File: config.mk
export PLATFORM = sky130hd
export DESIGN_NAME = mul_div_unit
export DESIGN_NICKNAME = d
export VERILOG_FILES = /design/src/rtl/mul_div_unit.sv
export SDC_FILE = /design/constraint.sdc
export NUM_CORES = 1
export LEC_CHECK = 0
export BUFFER_PORTS_ARGS = -buffer_cell sky130_fd_sc_hd__buf_4
export CORE_MARGIN = 10
export CORE_UTILIZATION = 47
export DETAILED_ROUTE_END_ITERATION = 10
export HOLD_SLACK_MARGIN = 0.12
export SLEW_MARGIN = 10
export SYNTH_ARGS = -nofsm -noshare
export SYNTH_HDL_FRONTEND = slang
export SYNTH_SLANG_ARGS = --single-unit
File: constraint.sdc
create_clock -name clk -period 17.3 [get_ports clk]
set_input_delay 3.46 -clock clk [delete_from_list [all_inputs] [get_ports clk]]
set_output_delay 3.46 -clock clk [all_outputs]
set_load 0.02 [all_outputs]
File: src/rtl/mul_div_unit.sv
// mul_div_unit: iterative RV32M multiply/divide unit sitting behind the execute stage.
// Multiply is shift-add and divide is restoring, one bit per cycle on operand
// magnitudes. Signs are fixed up at the end. EX stalls until the done pulse.
module mul_div_unit #(
  parameter int XLEN      = 32,
  parameter bit EARLY_OUT = 1'b1
) (
  input  logic            clk,
  input  logic            rst_n,
  input  logic            flush_i,
  input  logic            start_i,
  input  logic [2:0]      ctrl_i,
  input  logic [XLEN-1:0] src1_i,
  input  logic [XLEN-1:0] src2_i,
  output logic [XLEN-1:0] result_o,
  output logic            done_o,
  output logic            busy_o
);

  localparam int CW = $clog2(XLEN);

  typedef enum logic [1:0] {
    IDLE = 2'd0,
    BUSY = 2'd1,
    DONE = 2'd2
  } state_t;

  state_t              state_q, state_d;
  logic [CW-1:0]       count_q, count_d;
  logic [2:0]          ctrl_q, ctrl_d;
  logic                neg_q, neg_d;
  logic                neg_a_q, neg_a_d;
  logic                special_q, special_d;
  logic [XLEN-1:0]     spec_res_q, spec_res_d;
  logic [2*XLEN-1:0]   prod_q, prod_d;
  logic [2*XLEN-1:0]   mcand_q, mcand_d;
  logic [XLEN-1:0]     opb_q, opb_d;
  logic [XLEN:0]       rem_q, rem_d;
  logic [XLEN-1:0]     quo_q, quo_d;
  logic [XLEN-1:0]     result_q, result_d;

  logic                a_signed, b_signed;
  logic                neg_a, neg_b;
  logic [XLEN-1:0]     mag_a, mag_b;
  logic                div_zero, div_ovf, special;
  logic [XLEN-1:0]     spec_res;

  logic [2*XLEN-1:0]   prod_step, prod_fin;
  logic [XLEN:0]       rem_shift, rem_step;
  logic                rem_ge;
  logic [XLEN-1:0]     quo_step, quo_fin, rem_fin;
  logic [XLEN-1:0]     final_res;

  // Decode the incoming operation: operand signedness, magnitudes and the
  // divide special cases whose answers are known without iterating.
  always_comb begin
    a_signed = 1'b0;
    b_signed = 1'b0;
    case (ctrl_i)
      3'd0, 3'd1, 3'd4, 3'd6: begin
        a_signed = 1'b1;
        b_signed = 1'b1;
      end
      3'd2: a_signed = 1'b1;
      default: ;
    endcase
    neg_a    = a_signed & src1_i[XLEN-1];
    neg_b    = b_signed & src2_i[XLEN-1];
    mag_a    = neg_a ? -src1_i : src1_i;
    mag_b    = neg_b ? -src2_i : src2_i;
    div_zero = (src2_i == '0);
    div_ovf  = a_signed && (src1_i == {1'b1, {(XLEN-1){1'b0}}}) && (src2_i == '1);
    special  = ctrl_i[2] & (div_zero | div_ovf);
    if (div_zero)
      spec_res = ctrl_i[1] ? src1_i : '1;
    else
      spec_res = ctrl_i[1] ? '0 : {1'b1, {(XLEN-1){1'b0}}};
  end

  // One datapath step for both algorithms plus the sign-corrected result that
  // the last step produces.
  always_comb begin
    prod_step = opb_q[0] ? (prod_q + mcand_q) : prod_q;
    rem_shift = {rem_q[XLEN-1:0], quo_q[XLEN-1]};
    rem_ge    = rem_q[XLEN] | (rem_shift >= {1'b0, opb_q});
    rem_step  = rem_ge ? (rem_shift - {1'b0, opb_q}) : rem_shift;
    quo_step  = {quo_q[XLEN-2:0], rem_ge};
    prod_fin  = neg_q ? -prod_step : prod_step;
    quo_fin   = neg_q ? -quo_step : quo_step;
    rem_fin   = neg_a_q ? -rem_step[XLEN-1:0] : rem_step[XLEN-1:0];
    if (special_q)
      final_res = spec_res_q;
    else if (ctrl_q[2])
      final_res = ctrl_q[1] ? rem_fin : quo_fin;
    else if (ctrl_q[1:0] == 2'd0)
      final_res = prod_fin[XLEN-1:0];
    else
      final_res = prod_fin[2*XLEN-1:XLEN];
  end

  // Next-state logic: accept a start in IDLE, iterate in BUSY, pulse in DONE;
  // a flush always returns to IDLE and leaves the visible result untouched.
  always_comb begin
    state_d    = state_q;
    count_d    = count_q;
    ctrl_d     = ctrl_q;
    neg_d      = neg_q;
    neg_a_d    = neg_a_q;
    special_d  = special_q;
    spec_res_d = spec_res_q;
    prod_d     = prod_q;
    mcand_d    = mcand_q;
    opb_d      = opb_q;
    rem_d      = rem_q;
    quo_d      = quo_q;
    result_d   = result_q;
    case (state_q)
      IDLE: begin
        if (start_i && !flush_i) begin
          ctrl_d     = ctrl_i;
          neg_d      = neg_a ^ neg_b;
          neg_a_d    = neg_a;
          special_d  = special;
          spec_res_d = spec_res;
          prod_d     = '0;
          mcand_d    = {{XLEN{1'b0}}, mag_a};
          opb_d      = mag_b;
          rem_d      = '0;
          quo_d      = mag_a;
          count_d    = CW'(XLEN-1);
          if (EARLY_OUT && special) begin
            state_d  = DONE;
            result_d = spec_res;
          end else begin
            state_d  = BUSY;
          end
        end
      end
      BUSY: begin
        if (ctrl_q[2]) begin
          rem_d = rem_step;
          quo_d = quo_step;
        end else begin
          prod_d  = prod_step;
          mcand_d = {mcand_q[2*XLEN-2:0], 1'b0};
          opb_d   = {1'b0, opb_q[XLEN-1:1]};
        end
        count_d = count_q - CW'(1);
        if (count_q == '0) begin
          state_d  = DONE;
          result_d = final_res;
        end
      end
      DONE:    state_d = IDLE;
      default: state_d = IDLE;
    endcase
    if (flush_i) begin
      state_d  = IDLE;
      result_d = result_q;
    end
  end

  // State and datapath registers, cleared by the asynchronous reset.
  always_ff @(posedge clk or negedge rst_n) begin
    if (!rst_n) begin
      state_q    <= IDLE;
      count_q    <= '0;
      ctrl_q     <= '0;
      neg_q      <= 1'b0;
      neg_a_q    <= 1'b0;
      special_q  <= 1'b0;
      spec_res_q <= '0;
      prod_q     <= '0;
      mcand_q    <= '0;
      opb_q      <= '0;
      rem_q      <= '0;
      quo_q      <= '0;
      result_q   <= '0;
    end else begin
      state_q    <= state_d;
      count_q    <= count_d;
      ctrl_q     <= ctrl_d;
      neg_q      <= neg_d;
      neg_a_q    <= neg_a_d;
      special_q  <= special_d;
      spec_res_q <= spec_res_d;
      prod_q     <= prod_d;
      mcand_q    <= mcand_d;
      opb_q      <= opb_d;
      rem_q      <= rem_d;
      quo_q      <= quo_d;
      result_q   <= result_d;
    end
  end

  assign result_o = result_q;
  assign done_o   = (state_q == DONE);
  assign busy_o   = (state_q != IDLE);

endmodule

Word level (Yosys, flattened, before mapping)
Cells that the tools add are included.
Operators by class
  $add $sub $neg: 8
  magnitude comparators: 1
  equality and inequality tests: 15
  mux-type cells: 42
  bitwise logic cells: 7
  reduce and logical (&&, ||, !) cells: 19
Operator list (count)
  $mux 32: 18
  $mux 64: 6
  $pmux 64 s2: 2
  $pmux 32 s2: 3
  $neg 32->32: 4
  $mux 33: 3
  $pmux 33 s2: 1
  $add 64x64->64: 1
  $eq 32x32->1 const B: 2
  $neg 64->64: 1
  $ge 33x32->1: 1
  $sub 33x32->33: 1
  $logic_not 32->1: 1
  $ne 2x2->1 const B: 5
  $pmux 5 s2: 1
  $mux 2: 4
  $eq 3x3->1 const B: 2
  $ne 3x3->1 const B: 2
  $reduce_and 2->1: 3
  $reduce_and 3->1: 2
  $logic_not 5->1: 1
  $mux 5: 1
  $reduce_and 5->1: 1
  $reduce_or 5->1: 1
  17 further kinds: 25
Word-level totals
  register bits after elaboration: 302
  input bits: 71
  output and inout port bits: 34
  logic and storage cells: 105

Longest topological paths before layout
  depth in word-level cells: 11
  gate-level depth with buffers: 25
  gate-level depth less buffers: 19

Worst setup path after synthesis
Ideal clock, no wire load.
  path kind: input -> register
  start point: input src1_i[13]
  end point: register result_q[31] (netlist: result_o[31])
  setup time: 0.101 ns
  arrival time: 6.655 ns
  required time: 17.199 ns
  path slack: 10.544 ns
  stages on the path: 13
  path buffers: 0
  cells stage by stage: or4_1 -> or3_1 -> nor4b_2 -> and4_1 -> o21ai_1 -> o21ai_1 -> nand2_1 -> inv_1 -> o21ai_1 -> a2111oi_1 -> nand2_1 -> or4_1 -> o32ai_1
On the way
  cells in the longest elaborated chain, start to end: 7
RTL lines
  start: declaration: line 13  | input logic [XLEN-1:0] src1_i,
  $eq 32x32->1: line 72  | div_ovf = a_signed && (src1_i == {1'b1, {(XLEN-1){1'b0}}}) && (src2_i == '1);
  $logic_and 1x1->1 (2 in series): line 72
  $or 1x1->1: line 73  | special = ctrl_i[2] & (div_zero | div_ovf);
  $and 1x1->1: line 73
  $ne 2x2->1 (no line)
  $reduce_and 5->1 (no line)
  end signal: assignment: line 192  | result_q <= result_d;
  end: declaration: line 40  | logic [XLEN-1:0] result_q, result_d;
Every way passes these cells.
A chain may end at the register's enable or synchronous reset.

Final worst setup path
  start point: input src2_i[4]
  end point: register result_q[26] (netlist: result_o[26])
On the way
  cells in the longest elaborated chain, start to end: 6
  elaborated cells on any way between the ends: 11
  classes of those cells: 2 x eq/ne; 4 x mux; 2 x bitwise; 3 x reduce/logical
RTL lines
  start: declaration: line 14  | input logic [XLEN-1:0] src2_i,
  $eq 32x32->1: line 72
  $logic_and 1x1->1: line 72
  $or 1x1->1: line 73
  $and 1x1->1: line 73
  $ne 2x2->1 (no line)
  $reduce_and 5->1 (no line)
Several ways; a longest one is shown, not always the timed one. The select of a mux whose other input is x is not followed.

==> run metrics <==
layout cells sized above 1=0.08683; Least-Margin Pin Slew=around 1300 ps; grt ovf=0; io pins=105; YS warnings=0; RR Startpoint=mcand_q[0]; vias=29.59k; Startpoint Class=input port; WP depth=16; Vias/cell=a little under 7; clock tree buffer depth=3; total global-route track usage=0.3511; kind of path behind the tightest hold check=reg2reg; CTS resizes=0; CTS Buf Count=40; number of flops mapped to enable cells by yosys=0; DRC=0; CP arrival=around 8500 ps; clock skew=24.79 ps; Routed WL=122,800 microns; Max Clk Rate=about 130 MHz; Pleak=~12 nW; TritonCTS clock tree=done; Seq cells post-synth=approximately 300; vias in the first global route=between 20k and 30k; CP delay by family, top=simple AND/OR/NAND/NOR gates; Setup Crit Path Kind=in2reg; worst vdd ir=0.1292 mV; Sinks on Clock Net=approximately 300; Core Rows=88; CP max stage cell=nand2_1; Antenna diodes=0; H-tree depth=2; DRT iter0 DRCs=~3.4k; CP cell instances=buf_4, or3_1, or4_4, or3_1, nor4_4, buf_4, o21ai_1, o21ai_1, nand2_1, inv_1, buf_4, nand2_1, a221oi_1, o311a_1, o211ai_1, nand3_1; Root Driver=clkbuf_16; Die ar.=67,940 sq um; DIE HEIGHT=between 200 and 300 microns; area overhead of the layout relative to synthesis=9.985%; CP endpoint kind=register; critical path launch point=src2_i[4]; RSZ-0062 raised after global routing=no; Core Region=between 50,000 and 60,000 sq um; commonest non-fill, non-tap cells in the layout=nand2_1 (419), o21ai_0 (389), dfrtp_1 (299); wire per inst=about 28 microns; Worst R2R Setup Slack=roughly 11,000 ps; syn avg cell area=7.632 sq um; critical path peak fanout=between 40 and 50; fillers=5,634; chip width=around 260 microns; HPWL Detailed=94,810 microns; Final Wtd Congestion=1.044; cell area after synthesis=around 27,000 sq um; post-synthesis sequential area ratio=0.2777; synth unique cells=roughly 100; Clock transition at path regs=roughly 60 ps; PortBufs=~100; crit-path most repeated cell=buf_4; Slew Limit Fails=0; commonest non-fill, non-tap cell in the layout=nand2_1; Detailed Routing Iterations Pass 1=8; critical path endpoint=result_o[26]; Power Total=roughly 0.0055 W; most common flop cell mapped by yosys=dfrtp_1; initial core utilization=0.4736; PwrDens=between 150 and 200 nW/um^2; cell count after synthesis=about 3.6k; Clock Latency Late Sink=590 ps; WP data required=approximately 18,000 ps; ANT nets after route=0; FFs w/ async S/R, synth=1.000; R2R depth=15; setup TNS after final layout=0 ps; syn nets=between 3k and 4k; largest net degree at the start of global routing=between 100 and 150; Max-cap violations=0; CP bufs+invs=4; global-route wire length before repair=around 180,000 microns; post-cts hold buffer count=0; antenna violations before repair=0; relative slew slack=0.1378; outcome=completed; critical path's largest stage delay=about 640 ps; RR Endpoint=result_o[15]; Final #Nets=roughly 3.7k; Final Hold Fails=0; period utilisation layout=0.4618; Setup violations, final=0; postcts setup bufs=0; final worst path period need=7990 ps
-- how the worst min path moves through the flow --
stage | endpoint | from | cells past startpoint
after detailed placement | spec_res_q[31] | spec_res_q[31] | 2
final | spec_res_q[31] | spec_res_q[31] | 2
after floorplan | rem_q[32] | rem_q[32] | 2
after global placement | spec_res_q[31] | spec_res_q[31] | 2
after global routing | spec_res_q[20] | spec_res_q[20] | 2
after CTS | spec_res_q[31] | spec_res_q[31] | 2
-- sequential cells by signal, indices dropped and copies added, names as in the netlist --
register	flops
neg_q	1
spec_res_q	32
rem_q	33
neg_a_q	1
ctrl_q	3
quo_q	32
special_q	1
prod_q	64
mcand_q	64
count_q	5
opb_q	32
state_q	2
result_o	32
-- final cells by class --
cell class / count / area (sq um) / area share
well taps: 765 / 957.2 / 0.03197
flip-flops and latches: 302 / 7564 / 0.2527
clock buffers: 60 / 1229 / 0.04104
inverters: 105 / 394.1 / 0.01317
clock inverters: 14 / 195.2 / 0.006520
multi-input cells: 2938 / 18460 / 0.6165
repair buffers: 151 / 1141 / 0.03812
-- cells by family (layout without fill, tap and decap cells) --
group	count (synthesis)	after routing	synth area share
fa+ha+maj	105	105	0.04882
mux	79	79	0.02993
compound gates	1270	1270	0.3046
xor+xnor	167	167	0.05374
flops	302	302	0.2777
buf+inv	326	330	0.04680
simple gates	1317	1317	0.2385
-- cell usage after synthesis, types with 18 or more instances --
master    number  share of area
nor2_1       290          0.040
ha_1         103          0.047
a21o_1        25         0.0069
a21oi_1      239          0.044
a22oi_1       42          0.012
buf_1         32         0.0044
nand4_1       68          0.016
a211oi_1      42          0.012
o21ai_0      389          0.072
nor2b_1       22         0.0051
nor4_1        42         0.0097
inv_1        101          0.014
clkbuf_1     154          0.021
nand3_1       90          0.017
buf_2         34         0.0063
nand2b_1      41         0.0094
and3_1        25         0.0057
xor2_1        82          0.026
a31oi_1       54          0.012
o21a_1        27         0.0074
mux2_2        18         0.0074
a221oi_1      23         0.0074
nor3_1       102          0.019
o21ai_1       28         0.0051
xnor2_1       85          0.027
o211ai_1      70          0.019
or3_1         51          0.012
or4_1         24         0.0066
and2_1        29         0.0067
and4_1        19         0.0061
dfrtp_1      302           0.28
a22o_1        48          0.015
mux2i_1       60          0.022
o31ai_1       74          0.020
nand2_1      421          0.058
-- layer usage --
| metal | vias to the layer above | GRT usage | routed length, microns |
|---|---|---|---|
| met3 | 390 | 0.04752 | 8833 |
| met4 | 0 | 0.2706 | 10730 |
| li1 | 13310 | - | - |
| met2 | 1542 | 0.5724 | 56640 |
| met1 | 14350 | 0.4155 | 46630 |
| met5 | - | 0 | 0 |
-- worst min-delay path: cells and delay by family (launching register included) --
family	cells	cell delay (ps)
AOI/OAI and AO/OA	1	60
and+or+nand+nor	1	50
DFF	1	340
-- power breakdown --
part	internal (W)	leakage (nW)	switching (W)	total [W]
combinational	0.00111	7.46	0.00241	0.00352
clock	0.000553	0.701	0.000364	0.000917
sequential	0.000847	3.89	0.000202	0.00105
-- per-stage QoR --
| stage | hold WS (ps) | instance area [sq um] | std cells | utilization | setup WS [ps] |
|---|---|---|---|---|---|
| final | 486.9 | 29940 | 4335 | 0.5208 | 9310 |
| after global routing | 508.8 | 29940 | 4335 | 0.5208 | 9106 |
| after CTS | 486.7 | 29940 | 4335 | 0.5208 | 9420 |
| after detailed placement | 472.7 | 28510 | 4261 | 0.4961 | 8838 |
| after global placement | 461.9 | 28510 | 4261 | 0.4961 | 9037 |
| after floorplan | 441.8 | 27220 | 3566 | - | 10540 |
(Power assumes the default switching activity.)
